==> src/rtl/vga_fetch.sv <==
// vga_fetch: framebuffer fetcher for the VGA pixel pipeline.
// Walks the framebuffer one 72-bit DRAM word at a time through the memctl
// VGA port, buffers returned words in a small FIFO and unpacks each word into
// nine RGB332 pixels, byte 0 first. At most one read is ever in flight.
//
// Ports:
//   clk, rst      system clock, asynchronous active-high reset
//   frame_start   pulse: flush FIFO and restart fetch at FB_BASE
//   VgaRq         read request to memctl (registered)
//   VgaAddr       word address of the request, stable while VgaRq is high
//   MemReadyVga   memctl accepts the request when high together with VgaRq
//   VgaData       read data, valid RD_LAT cycles after acceptance
//   pix_rd        consumer pops the current pixel
//   pix_data      current pixel, 0 when the FIFO is empty
//   pix_valid     FIFO non-empty
//   underflow     sticky: pix_rd seen while pix_valid low
module vga_fetch #(
  parameter logic [31:0] FB_BASE     = 32'h0000_0000,
  parameter int unsigned FRAME_WORDS = 34134,
  parameter int unsigned RD_LAT      = 2,
  parameter int unsigned FIFO_DEPTH  = 4
) (
  input  logic        clk,
  input  logic        rst,
  input  logic        frame_start,
  output logic        VgaRq,
  output logic [31:0] VgaAddr,
  input  logic        MemReadyVga,
  input  logic [71:0] VgaData,
  input  logic        pix_rd,
  output logic [7:0]  pix_data,
  output logic        pix_valid,
  output logic        underflow
);

  localparam int unsigned PW = $clog2(FIFO_DEPTH);
  localparam int unsigned CW = PW + 1;

  typedef enum logic [2:0] {IDLE, REQ, WAIT, HOLD, DONE} state_t;

  state_t        state, stateNext;
  logic [71:0]   fifoMem [FIFO_DEPTH];
  logic [PW-1:0] wrPtr, rdPtr;
  logic [CW-1:0] count, countNext;
  logic [3:0]    idx;
  logic [19:0]   wordsLeft;
  logic [2:0]    latCnt;
  logic          discard;

  logic          accept, dataCycle, push, advance, pop;
  logic [71:0]   head;

  assign accept    = VgaRq & MemReadyVga;
  assign dataCycle = (state == WAIT) && (latCnt == 3'd0);
  // A flush in the same cycle overrides any push or pop.
  assign push      = dataCycle && !discard && !frame_start;
  assign advance   = pix_rd && pix_valid && !frame_start;
  assign pop       = advance && (idx == 4'd8);
  assign countNext = count + CW'(push) - CW'(pop);

  assign head      = fifoMem[rdPtr];
  assign pix_valid = (count != '0);

  always_comb begin
    pix_data = '0;
    if (pix_valid) pix_data = head[{idx, 3'b000} +: 8];
  end

  always_comb begin
    stateNext = state;
    case (state)
      IDLE: stateNext = IDLE;
      REQ:  if (accept) stateNext = WAIT;
      WAIT: if (dataCycle) begin
              if (discard)                        stateNext = REQ;
              else if (wordsLeft == 20'd1)        stateNext = DONE;
              else if (countNext < CW'(FIFO_DEPTH)) stateNext = REQ;
              else                                stateNext = HOLD;
            end
      HOLD: if (count < CW'(FIFO_DEPTH)) stateNext = REQ;
      DONE: stateNext = DONE;
      default: stateNext = IDLE;
    endcase
    // A read still in flight must be drained before re-requesting; if its
    // data arrives this very cycle it is simply dropped.
    if (frame_start) begin
      if (state == WAIT && !dataCycle) stateNext = WAIT;
      else                             stateNext = REQ;
    end
  end

  always_ff @(posedge clk or posedge rst) begin
    if (rst) begin
      state     <= IDLE;
      VgaRq     <= 1'b0;
      VgaAddr   <= FB_BASE;
      wordsLeft <= '0;
      latCnt    <= '0;
      discard   <= 1'b0;
      underflow <= 1'b0;
      wrPtr     <= '0;
      rdPtr     <= '0;
      count     <= '0;
      idx       <= '0;
    end else begin
      state <= stateNext;
      VgaRq <= (stateNext == REQ);

      if (state == REQ && accept)            latCnt <= 3'(RD_LAT - 1);
      else if (state == WAIT && latCnt != 3'd0) latCnt <= latCnt - 3'd1;

      if (frame_start) begin
        VgaAddr   <= FB_BASE;
        wordsLeft <= 20'(FRAME_WORDS);
        discard   <= (state == WAIT) && !dataCycle;
        underflow <= 1'b0;
        wrPtr     <= '0;
        rdPtr     <= '0;
        count     <= '0;
        idx       <= '0;
      end else begin
        if (dataCycle) begin
          discard <= 1'b0;
          if (!discard) begin
            VgaAddr   <= VgaAddr + 32'd1;
            wordsLeft <= wordsLeft - 20'd1;
          end
        end
        if (pix_rd && !pix_valid) underflow <= 1'b1;
        if (push) wrPtr <= wrPtr + 1'b1;
        if (advance) begin
          if (idx == 4'd8) begin
            idx   <= '0;
            rdPtr <= rdPtr + 1'b1;
          end else begin
            idx <= idx + 4'd1;
          end
        end
        count <= countNext;
      end
    end
  end

  always_ff @(posedge clk) begin
    if (push) fifoMem[wrPtr] <= VgaData;
  end

endmodule
==> config.mk <==
export PLATFORM = sky130hd
export DESIGN_NAME = vga_fetch
export DESIGN_NICKNAME = d
export VERILOG_FILES = /design/src/rtl/vga_fetch.sv
export SDC_FILE = /design/constraint.sdc
export NUM_CORES = 1
export LEC_CHECK = 0
export CAP_MARGIN = 10
export CORE_MARGIN = 10
export CORE_UTILIZATION = 30
export DETAILED_ROUTE_END_ITERATION = 6
export HOLD_SLACK_MARGIN = 0.02
export SYNTH_ARGS = -nofsm -noshare
export SYNTH_HDL_FRONTEND = slang
export SYNTH_SLANG_ARGS = --single-unit
==> constraint.sdc <==
create_clock -name clk -period 4.3 [get_ports clk]
set_clock_uncertainty 0.05 [all_clocks]
set_input_delay 0.645 -clock clk [delete_from_list [all_inputs] [get_ports clk]]
set_output_delay 0.645 -clock clk [all_outputs]
set_load 0.02 [all_outputs]
* Word level (Yosys, flattened, before mapping)
Memory sizes are Yosys's and may differ from the RTL's.
Cells that the tools add are included.
** Operators by class
- Bitwise gates (word level) :: 1
- $lt $le $gt $ge :: 2
- $add $sub $neg :: 8
- Eq/ne operators :: 8
- Reductions and logical operators :: 25
- Muxes and demuxes :: 33
- Shift-type cells :: 1
** Operators by type and width (count)
- two-way mux 32 bit :: 3
- variable part select 72 x 8 -> 8 bit :: 1
- two-way mux 20 bit :: 3
- adder 32 x 1 -> 32 bit (second input constant) :: 1
- two-way mux 3 bit :: 9
- equality test 20 x 1 -> 1 bit (second input constant) :: 1
- subtractor 20 x 1 -> 20 bit (second input constant) :: 1
- two-way mux 2 bit :: 7
- two-way mux 4 bit :: 3
- one-hot mux 3 bit (4 select lines) :: 1
- nonzero test 2 bit :: 6
- logical AND 1 bit :: 10
- two-way mux 8 bit :: 1
- equality test 3 x 1 -> 1 bit (second input constant) :: 2
- equality test 3 x 2 -> 1 bit (second input constant) :: 2
- < comparator 3 bit (second input constant) :: 2
- two-way mux 1 bit :: 6
- nonzero test 3 bit :: 2
- adder 2 x 1 -> 2 bit (second input constant) :: 2
- adder 4 x 1 -> 4 bit (second input constant) :: 1
- equality test 4 bit (second input constant) :: 1
- zero test 1 bit :: 4
- AND reduction 2 bit :: 2
- adder 3 x 1 -> 3 bit :: 1
- 6 further kinds :: 6
** Word-level totals
- Memories :: 1
- Logic and storage cells :: 90
- Flip-flop bits (word level) :: 72
- Bits in writable memories :: 288
** Memory list
- fifoMem :: words 4, bits a word 72, rd ports 1, clocked after memory_dff 0, write ports 1, line 42 : logic [71:0] fifoMem [FIFO_DEPTH];

* Logic depth before layout (Yosys ltp)
Gate-level depths: netlist (run 1).
- Word-level depth :: 14
- Gate-level depth with buffers :: 18
- Mapped depth without buffers :: 17

* Worst setup path before layout (run 1)
OpenSTA, ideal clock, no wires.
- Path kind :: register to register
- Start point :: register latCnt[0]
- End point :: memory fifoMem[0][0] (enable)
- Clock period less this slack :: 3.779 ns
- Arrival time :: 3.291 ns
- Setup slack :: 0.521 ns
- Stages on the path, launching flop included :: 9
- Data required time :: 3.812 ns
- Cell sequence :: dfrtp_1 -> inv_1 -> ha_1 -> ha_1 -> nor2b_1 -> nand2_1 -> clkbuf_1 -> nor2_1 -> and2_1
** On the way
- Word-level cells in the longest chain between the ends :: 6
** RTL lines
- start: declaration :: line 47 : logic [2:0] latCnt;
- start signal: assignment :: line 109 : if (state == REQ && accept) latCnt <= 3'(RD_LAT - 1);
- start signal: assignment :: line 110 : else if (state == WAIT && latCnt != 3'd0) latCnt <= latCnt - 3'd1;
- zero test 3 bit :: line 54 : assign dataCycle = (state == WAIT) && (latCnt == 3'd0);
- logical AND 1 bit :: line 54
- logical AND 1 bit (2 in a row) :: line 56 : assign push = dataCycle && !discard && !frame_start;
- two-way mux 1 bit :: line 145 : if (push) fifoMem[wrPtr] <= VgaData;
- two-way mux 1 bit (implied by the code) :: line 145
- end: declaration :: line 42
No other way between the ends.

* Final worst setup path (run 1)
- Start point :: register idx[0]
- End point :: output port pix_data[2]
** On the way
- Word-level cells in the longest chain between the ends :: 2
** RTL lines
- start: declaration :: line 45 : logic [3:0] idx;
- start signal: assignment :: line 136 : idx <= idx + 4'd1;
- variable part select 72 x 8 -> 8 bit :: line 66 : if (pix_valid) pix_data = head[{idx, 3'b000} +: 8];
- two-way mux 8 bit :: line 66
- end: declaration :: line 31 : output logic [7:0] pix_data,
No other way between the ends.

==> summary.txt, run 1 <==
Diode count -> 0
EDFF count, synth -> 288
# fillers -> 4,592
Post-synth top area cell -> edfxtp_1
Hold path start -> frame_start
Area of the multi-input gates -> 4050 um^2
Gr usage total -> 0.117
VDD IR-drop max -> 0.266 mV
Die ar. -> 58,500 um^2
Crit start category -> flip-flop
Netlist cell types -> 60
Routed wire per std cell -> 19.8 um
Fin. Hold Viols -> 0
Top Ports -> 120
Final worst slack -> 0.125 ns
Routed vias -> 8,349
Layout net count -> 1,140
Clk buf depth -> 3
CP max FO -> 16
Area contributors post-synth -> edfxtp_1, dfrtp_1, mux4_2, mux2i_1, nor2_1
Drt total wl -> 34.5 mm
Syn Area/Cell -> 16.3 um^2
Clk_lat worst skew -> 0.55 ns
Worst-margin pin slew -> 0.953 ns
DR pass1 iterations -> 5
Tcrit/Tclk final -> 0.971
Layout area overhead -> 22.7%
RSZ-0062 raised after global routing -> no
FF+latch area -> 10,500 um^2
Post-synthesis sequential area ratio -> 0.708
Grt ovf -> 0
Synth Register Bits -> 360
Clk root buf -> clkbuf_16
Fmax -> 240 MHz
Ys async rst share -> 0.200
Crit. Startpoint -> idx[0]$_DFFE_PP0P_
Hpwl dp -> 22.2 mm
WP data required -> 3.61 ns
Leak Pwr -> 5.88 nW
Clock slew at reported path FFs -> 0.06 ns
Initial antenna violation count -> 4
Number of global-route vias before repair -> 8,623
Min-delay worst type -> input pin to flip-flop
TritonCTS clock tree -> built
Placement Setup Slack -> 0.203 ns
Setup TNS -> 0 ns
Mapped Cells -> 904
Commonest non-fill, non-tap cell in the layout -> edfxtp_1
Synthesized cell area -> 14,800 um^2
Most frequent cells in the layout -> edfxtp_1, clkdlybuf4s50_1, dfrtp_1
First-pass GRT wire length -> 53.8 mm
IO Port Bufs -> 119
Main synth FF type -> edfxtp_1
Max-cap violations -> 0
Die height -> 242 um
H-tree levels -> 2
Layout cell share with drive strength beyond 1 -> 0.137
Sink Count -> 360
Core area -> 48,700 um^2
Vias/cell -> 4.80
Post-CTS Hold Buffers -> 0
Die W -> 242 um
YS warnings -> 0
Critical path class -> flip-flop to output pin
Drt initial violations -> 544
Pin count of the biggest net entering global routing -> 62
DRC -> 0
Final Max Slew Viols -> 0
R2r startpoint -> idx[1]$_DFFE_PP0P_
Rel. slew slack -> 0.359
# rows -> 81
Status -> completed
Final ANT Viol Nets -> 0
Post-route minimum period -> 4.18 ns
Critical path endpoint category -> output pin
Inserted Clock Buffers -> 40
Pwr Density -> 397 nW/um^2
Top cell type's share of synthesized area -> 0.586
Final Wtd Congestion -> 0.759
Post-Route Utilization -> 0.371
Initial Utilization -> 0.303
Final setup vio count -> 0
Mapped Nets -> 995
Arrival @ worst endpoint -> 3.48 ns
[power by group]
group | switching, mW | internal, mW
combinational | 0.144 | 0.130
sequential | 0.0304 | 3.79
clock | 1.34 | 1.76
[registers in the layout, summed over array words and instances, names as in the netlist]
signal and cells:
fifoMem 288, wrPtr 2, VgaAddr 32, discard 1, count 3, idx 4
state 3, underflow 1, rdPtr 2, wordsLeft 20, VgaRq 1, latCnt 3
[cells by family (layout without fill, tap and decap cells)]
logic type                 count (synthesis)  in the layout  synth area share
AOI/OAI and AO/OA                        117            117            0.0526
buffers and inverters                     70            242            0.0192
xor gates and xnor gates                  39             39            0.0241
and+or+nand+nor                          194            194            0.0682
adders and majority gates                 14             14            0.0124
DFF                                      360            360             0.708
muxes                                    110            110             0.116
[final timing paths]
path / slack [ns] / depth (start not counted) / to
worst min-delay path: 0.44 / 2 / wordsLeft[9]$_DFFE_PP0P_
worst max register to register: 0.46 / 14 / VgaRq$_DFF_PP0_
worst min register to register: 0.48 / 2 / wordsLeft[10]$_DFFE_PP0P_
min in group asynchronous: 0.56 / 2 / VgaRq$_DFF_PP0_
worst max-delay path: 0.12 / 6 / pix_data[2]
max in group asynchronous: 2.93 / 3 / rdPtr[0]$_DFFE_PP0P_
[per-stage QoR]
step	area [um^2]	instances	power, mW	hold slack [ns]
after CTS	18100	1737	7.29	0.405
after global placement	16900	1667	4.16	0.461
final	18100	1740	7.19	0.442
after floorplan	14800	904	4.01	0.442
after global routing	18100	1740	7.46	0.430
after detailed placement	16900	1667	4.17	0.462
[cells in the mapped netlist (all sizes together), types with 3 or more instances]
master and number:
nand2 21, nor2 65, or3 8, o21ai 26, nor2b 5, dfrtp 72
o22ai 7, clkbuf 29, nand4 6, a211oi 9, nor3 19, edfxtp 288
a21oi 30, and4 5, a221oi 8, nand2b 9, inv 23, o211ai 3
xor2 11, and2 5, nor4 16, nand3 16, o221ai 8, buf 18
ha 13, mux4 48, xnor2 27, and3 3, mux2i 59, or3b 3
a22o 8, or4 6, mux2 3
[cell type report]
cell class                 instances  area share
clock buffer                      62      0.0604
clock inverter                     7     0.00415
inverter                          23     0.00477
multi-input combinational        474       0.224
sequential                       360       0.578
tap                              664      0.0459
timing repair buffer             150      0.0836
[per-layer routing]
layer	share of wire	GRT usage	vias up
met5	0.00078	0	-
met4	0.027	0.0411	4
met3	0.064	0.0272	64
met2	0.46	0.181	263
met1	0.45	0.159	4201
li1	-	-	3817
[worst max-delay path, stage by stage, from the launching register on]
cell	delay, ns
dfrtp_1	0.59
or3b_2	0.71
o221ai_1	0.44
a21oi_1	0.10
a21oi_1	0.24
a22o_1	0.20
clkdlybuf4s50_1	0.62
[timing repair]
item | in CTS | in global routing
gates resized for setup | 1 | 2
endpoints found under the setup margin | 2 | 3
buffers inserted | 1 | 3
Note: power is estimated with default switching activity, not from simulation.
==> run 2: changes to the inputs <==
--- a/config.mk
+++ b/config.mk
@@ -8,8 +8,11 @@
 export CAP_MARGIN = 10
 export CORE_MARGIN = 10
 export CORE_UTILIZATION = 30
+export CTS_BUF_LIST = sky130_fd_sc_hd__clkbuf_4 sky130_fd_sc_hd__clkbuf_8
 export DETAILED_ROUTE_END_ITERATION = 6
+export GPL_ROUTABILITY_DRIVEN = 1
 export HOLD_SLACK_MARGIN = 0.02
+export RECOVER_POWER = 100
 export SYNTH_ARGS = -nofsm -noshare
 export SYNTH_HDL_FRONTEND = slang
 export SYNTH_SLANG_ARGS = --single-unit
==> summary.txt, run 2 (synthesis gave the netlist of run 1 again) <==
Layout area overhead -> 22.7% (about the same)
Area of the multi-input gates -> 4040 um^2 (-0.15%)
VDD IR-drop max -> 0.323 mV (+21%)
Hold path start -> wordsLeft[10]$_DFFE_PP0P_
Critical path class -> flip-flop to output pin
Clk buf depth -> 3 (unchanged)
IO Port Bufs -> 119 (unchanged)
Pwr Density -> 390 nW/um^2 (-1.8%)
DRC -> 0 (unchanged)
Flop2flop setup slack -> 0.35 ns (-0.11 ns)
RR Endpoint -> fifoMem[0][3]$_DFFE_PP_
# rows -> 81 (unchanged)
Worst hold stages -> 2 (unchanged)
Hpwl dp -> 22.2 mm (unchanged)
Max-cap violations -> 5 (+5)
Most frequent cells in the layout -> edfxtp_1, dlygate4sd3_1, dfrtp_1
Clk root buf -> clkbuf_8
Post-CTS Hold Buffers -> 0 (unchanged)
First-pass GRT wire length -> 54.1 mm (+0.69%)
Gr usage total -> 0.118 (+0.000512)
WP data required -> 3.61 ns (about the same)
Final setup vio count -> 0 (unchanged)
Tcrit/Tclk final -> 0.960 (-0.0110)
Sink Count -> 360 (unchanged)
RSZ-0062 raised after global routing -> no
R2r startpoint -> latCnt[0]$_DFFE_PP0P_
Die height -> 242 um (unchanged)
Min-delay worst type -> flip-flop to flip-flop
H-tree levels -> 2 (unchanged)
CP max stage delay -> 0.66 ns (-0.05 ns)
Worst Path Buf+Inv -> 2 (+1)
Vias/cell -> 4.76 (-0.75%)
Commonest non-fill, non-tap cell in the layout -> edfxtp_1
Drt initial violations -> 610 (+12%)
Largest regs -> fifoMem (288), VgaAddr (32), wordsLeft (20)
Arrival @ worst endpoint -> 3.43 ns (-0.05 ns)
Hold EP -> wordsLeft[10]$_DFFE_PP0P_
Critical path endpoint category -> output pin
DR pass1 iterations -> 5 (unchanged)
Routed vias -> 8,472 (+1.5%)
Crit start category -> flip-flop
Violated checks -> max-capacitance violations, max-slew violations
Total stage count of the critical path -> 6 (unchanged)
CP max stage cell -> dlygate4sd3_1
Final Max Slew Viols -> 200 (+200)
Worst-margin pin slew -> 2.66 ns (+1.70 ns)
Routed wire per std cell -> 19.4 um (-2.2%)
Fmax -> 242 MHz (+1.1%)
Status -> finished, violations left
Reg2reg path depth -> 9 (-5)
Top Ports -> 120 (unchanged)
Max reg flops -> 288 (unchanged)
Die ar. -> 58,500 um^2 (unchanged)
TritonCTS clock tree -> built
Post-route minimum period -> 4.13 ns (-0.0474 ns)
Clk_lat worst skew -> 0.63 ns (+0.08 ns)
Clock slew at reported path FFs -> 0.06 ns (about the same)
Crit. Startpoint -> rdPtr[0]$_DFFE_PP0P_
Grt ovf -> 0 (unchanged)
Drt total wl -> 34.5 mm (about the same)
Rel. slew slack -> -0.771 (-1.13)
Final ANT Viol Nets -> 0 (unchanged)
Most flops, register -> fifoMem
Die W -> 242 um (unchanged)
Layout net count -> 1,160 (+1.8%)
# fillers -> 4,624 (+0.70%)
Delay-heaviest family, CP -> compound AO/OA/AOI/OAI gates
Core area -> 48,700 um^2 (unchanged)
FF+latch area -> 10,500 um^2 (unchanged)
Fin. Hold Viols -> 0 (unchanged)
Pin count of the biggest net entering global routing -> 62 (unchanged)
Leak Pwr -> 6.07 nW (+3.3%)
Min Hold Slack -> 0.477 ns (+0.0355 ns)
Layout cell share with drive strength beyond 1 -> 0.169 (+0.0321)
Number of global-route vias before repair -> 8,811 (+2.2%)
Crit-path cells -> buf_4 -> mux4_2 -> a211oi_1 -> o21ai_0 -> a22o_1 -> dlygate4sd3_1
Setup TNS -> 0 ns (unchanged)
Final Wtd Congestion -> 0.759 (unchanged)
Initial antenna violation count -> 7 (+3)
Inserted Clock Buffers -> 60 (+50%)
Initial Utilization -> 0.303 (unchanged)
CP max FO -> 9 (-7)
## run 2: cell count changes in the layout (fill, tap and decap cells not counted), moves of 6 or more
cell and change:
buf_4 -9, clkbuf_1 -13, clkbuf_16 -40, clkbuf_4 +29
clkbuf_8 +63, clkdlybuf4s50_1 -110, clkinv_1 +6, dlygate4sd3_1 +110
## run 2: routing by layer
metal / GRT usage / share of wire / vias up
met2: 0.181 / 0.46 / 278
met4: 0.0424 / 0.024 / 4
met3: 0.0285 / 0.065 / 62
li1: - / - / 3874
met1: 0.159 / 0.45 / 4254
met5: 0 / 0.00078 / -
## run 2: report_power, final
part           switching [mW]  internal, mW
Sequential             0.0301          3.79
Combinational           0.144         0.112
Clock                    1.36          1.63
Total                    1.53          5.53
## run 2: cell type report
| class | count | share of cell area |
|---|---|---|
| diodes | 1 | 0.000138 |
| clock buffers | 93 | 0.0607 |
| clock inverters | 14 | 0.00504 |
| inverters | 23 | 0.00477 |
| multi-input cells | 474 | 0.223 |
| flip-flops and latches | 360 | 0.577 |
| well taps | 664 | 0.0459 |
| repair buffers | 150 | 0.0830 |
## run 2: how the worst max path moves through the flow
stage / end / slack [ns]
after global placement: VgaRq$_DFF_PP0_ / 0.38
after CTS: pix_data[0] / 0.08
final: pix_data[7] / 0.17
after floorplan: fifoMem[0][0]$_DFFE_PP_ / 0.52
after detailed placement: VgaRq$_DFF_PP0_ / 0.20
after global routing: pix_data[2] / 0.002
## run 2: repair_timing
action                     in CTS  in global routing
setup buffers                   4                  0
setup endpoints to repair       8                  2
resized for setup               2                  3
hold endpoints to repair        0                  0
## run 2: per-stage QoR
| step | util | std cells | power (mW) | instance area [um^2] | setup slack (ns) |
|---|---|---|---|---|---|
| floorplan | - | 904 | 4.01 | 14800 | 0.521 |
| global placement | 0.346 | 1667 | 4.16 | 16900 | 0.381 |
| detailed placement | 0.346 | 1667 | 4.17 | 16900 | 0.203 |
| CTS | 0.372 | 1778 | 7.18 | 18100 | 0.0809 |
| global route | 0.371 | 1778 | 7.36 | 18100 | 0.00213 |
| finish | 0.372 | 1779 | 7.07 | 18100 | 0.172 |
## run 2: worst min-delay path, delay by kind of cell, from the launching register on
kind | cells | cell delay, ns
xor gates and xnor gates | 1 | 0.08
DFF | 1 | 0.36
and+or+nand+nor | 1 | 0.06
==> run 3: changes to the inputs <==
--- a/config.mk
+++ b/config.mk
@@ -13,6 +13,7 @@
 export GPL_ROUTABILITY_DRIVEN = 1
 export HOLD_SLACK_MARGIN = 0.02
 export RECOVER_POWER = 100
+export SKIP_CTS_REPAIR_TIMING = 1
 export SYNTH_ARGS = -nofsm -noshare
 export SYNTH_HDL_FRONTEND = slang
 export SYNTH_SLANG_ARGS = --single-unit
==> summary.txt, run 3 (synthesis gave the netlist of run 1 again) <==
Vias/cell -> 4.74 (-0.51%)
Comb pwr share -> 0.036 (about the same)
Max-cap violations -> 5 (unchanged)
Leak Pwr -> 6.06 nW (-0.16%)
Hold EP -> wordsLeft[10]$_DFFE_PP0P_
Final setup vio count -> 0 (unchanged)
Non-Filler Cell Area, Final -> 18,100 um^2 (-0.17%)
Core area -> 48,700 um^2 (unchanged)
Initial Utilization -> 0.303 (unchanged)
Reg2reg path depth -> 18 (+9)
Rel. slew slack -> -0.791 (-0.0196)
WP data required -> 3.61 ns (about the same)
VDD IR-drop max -> 0.324 mV (+0.25%)
Hpwl dp -> 22.2 mm (unchanged)
Commonest non-fill, non-tap cell in the layout -> edfxtp_1
Fin. Hold Viols -> 0 (unchanged)
First-pass GRT wire length -> 53.8 mm (-0.51%)
Die height -> 242 um (unchanged)
Most frequent cells in the layout -> edfxtp_1, dlygate4sd3_1, dfrtp_1
Crit start category -> flip-flop
Clk root buf -> clkbuf_8
Die ar. -> 58,500 um^2 (unchanged)
R2r startpoint -> latCnt[0]$_DFFE_PP0P_
Clk buf depth -> 3 (unchanged)
Layout cell share with drive strength beyond 1 -> 0.167 (-0.00209)
Worst hold stages -> 2 (unchanged)
DRC -> 0 (unchanged)
Fmax -> 243 MHz (+0.35%)
Post-DP Area -> 16,900 um^2 (unchanged)
Clock power frac -> 0.423 (about the same)
TritonCTS clock tree -> built
# fillers -> 4,626 (+0.043%)
Final worst slack -> 0.187 ns (+0.0146 ns)
Layout area overhead -> 22.5%
Largest regs -> fifoMem (288), VgaAddr (32), wordsLeft (20)
Final ANT Viol Nets -> 0 (unchanged)
Layout net count -> 1,162 (+0.17%)
# rows -> 81 (unchanged)
Top Ports -> 120 (unchanged)
Initial antenna violation count -> 7 (unchanged)
Drt total wl -> 34.5 mm (about the same)
Grt ovf -> 0 (unchanged)
Final Max Slew Viols -> 199 (-0.50%)
Area of the multi-input gates -> 4030 um^2 (-0.34%)
Routed wire per std cell -> 19.4 um (about the same)
Clock slew at reported path FFs -> 0.06 ns (about the same)
Pin count of the biggest net entering global routing -> 62 (unchanged)
Gr usage total -> 0.117 (-0.000833)
Placement Setup Slack -> 0.203 ns (unchanged)
Tcrit/Tclk final -> 0.957 (-0.00339)
Clk_lat worst skew -> 0.63 ns (about the same)
H-tree levels -> 2 (unchanged)
IO Port Bufs -> 119 (unchanged)
Max reg flops -> 288 (unchanged)
Inserted Clock Buffers -> 60 (unchanged)
Number of global-route vias before repair -> 8,785 (-0.30%)
Critical path endpoint category -> output pin
Post-Route Utilization -> 0.371 (-0.000642)
Drt initial violations -> 604 (-0.98%)
RSZ-0062 raised after global routing -> no
Critical path class -> flip-flop to output pin
Final Wtd Congestion -> 0.759 (unchanged)
Status -> finished, violations left
FF+latch area -> 10,500 um^2 (unchanged)
Arrival @ worst endpoint -> 3.42 ns (about the same)
RR Endpoint -> VgaRq$_DFF_PP0_
Post-route minimum period -> 4.11 ns (-0.0146 ns)
Int Power -> 5.53 mW (about the same)
Violated checks -> max-capacitance violations, max-slew violations
Routed vias -> 8,438 (-0.40%)
Pwr Density -> 391 nW/um^2 (+0.20%)
Crit. Startpoint -> idx[0]$_DFFE_PP0P_
Die W -> 242 um (unchanged)
CP max FO -> 12 (+3)
DR pass1 iterations -> 5 (unchanged)
Sink Count -> 360 (unchanged)
Total design power -> 7.07 mW (about the same)
Most flops, register -> fifoMem
Hold path start -> wordsLeft[10]$_DFFE_PP0P_
Flop2flop setup slack -> 0.41 ns (+0.06 ns)
Sw Share -> 0.217 (+0.000228)
Worst-margin pin slew -> 2.69 ns (+0.0295 ns)
Psw -> 1.54 mW (+0.14%)
Sequential Power Share -> 0.541 (about the same)
Min-delay worst type -> flip-flop to flip-flop
## run 3: per-layer routing
metal  part of all wire  track usage
met5            0.00078            0
met4              0.023       0.0424
met3              0.062       0.0287
met2               0.46        0.179
met1               0.45        0.157
## run 3: per-stage QoR
step	cells	TNS (ns)	hold WS (ns)
2_1_floorplan	904	0	0.442
3_3_place_gp	1667	0	0.461
3_5_place_dp	1667	0	0.462
4_1_cts	1774	-0.680	0.296
5_1_grt	1780	0	0.495
6_report	1781	0	0.477
## run 3: worst max-delay path by stage
| stage | end | slack (ns) | cells past startpoint |
|---|---|---|---|
| finish | pix_data[6] | 0.19 | 6 |
| floorplan | fifoMem[0][0]$_DFFE_PP_ | 0.52 | 8 |
| CTS | pix_data[2] | -0.17 | 6 |
| global placement | VgaRq$_DFF_PP0_ | 0.38 | 13 |
| global route | pix_data[6] | 0.04 | 6 |
| detailed placement | VgaRq$_DFF_PP0_ | 0.20 | 13 |
## run 3: critical path, stage by stage, from the launching register on
cell and delay [ns]:
dfrtp_1 0.52, clkbuf_1 0.39, a221oi_1 0.46, o21ai_0 0.26, a21oi_1 0.31, a22o_1 0.21, clkdlybuf4s50_1 0.63
## run 3: cell type report
type                    count  area share
well taps                 664      0.0460
diodes                      1    0.000138
clock inverters            14     0.00505
flip-flops and latches    360       0.578
repair buffers            152      0.0822
multi-input cells         474       0.223
clock buffers              93      0.0608
inverters                  23     0.00478
## run 3: power groups by stage
stage | registers, mW | logic (mW) | clock network [mW]
after floorplan | 3.89 | 0.125 | 0
after global placement | 3.89 | 0.270 | 0
after detailed placement | 3.89 | 0.277 | 0
after CTS | 3.82 | 0.278 | 3.08
after global routing | 3.83 | 0.290 | 3.25
final | 3.82 | 0.256 | 2.99
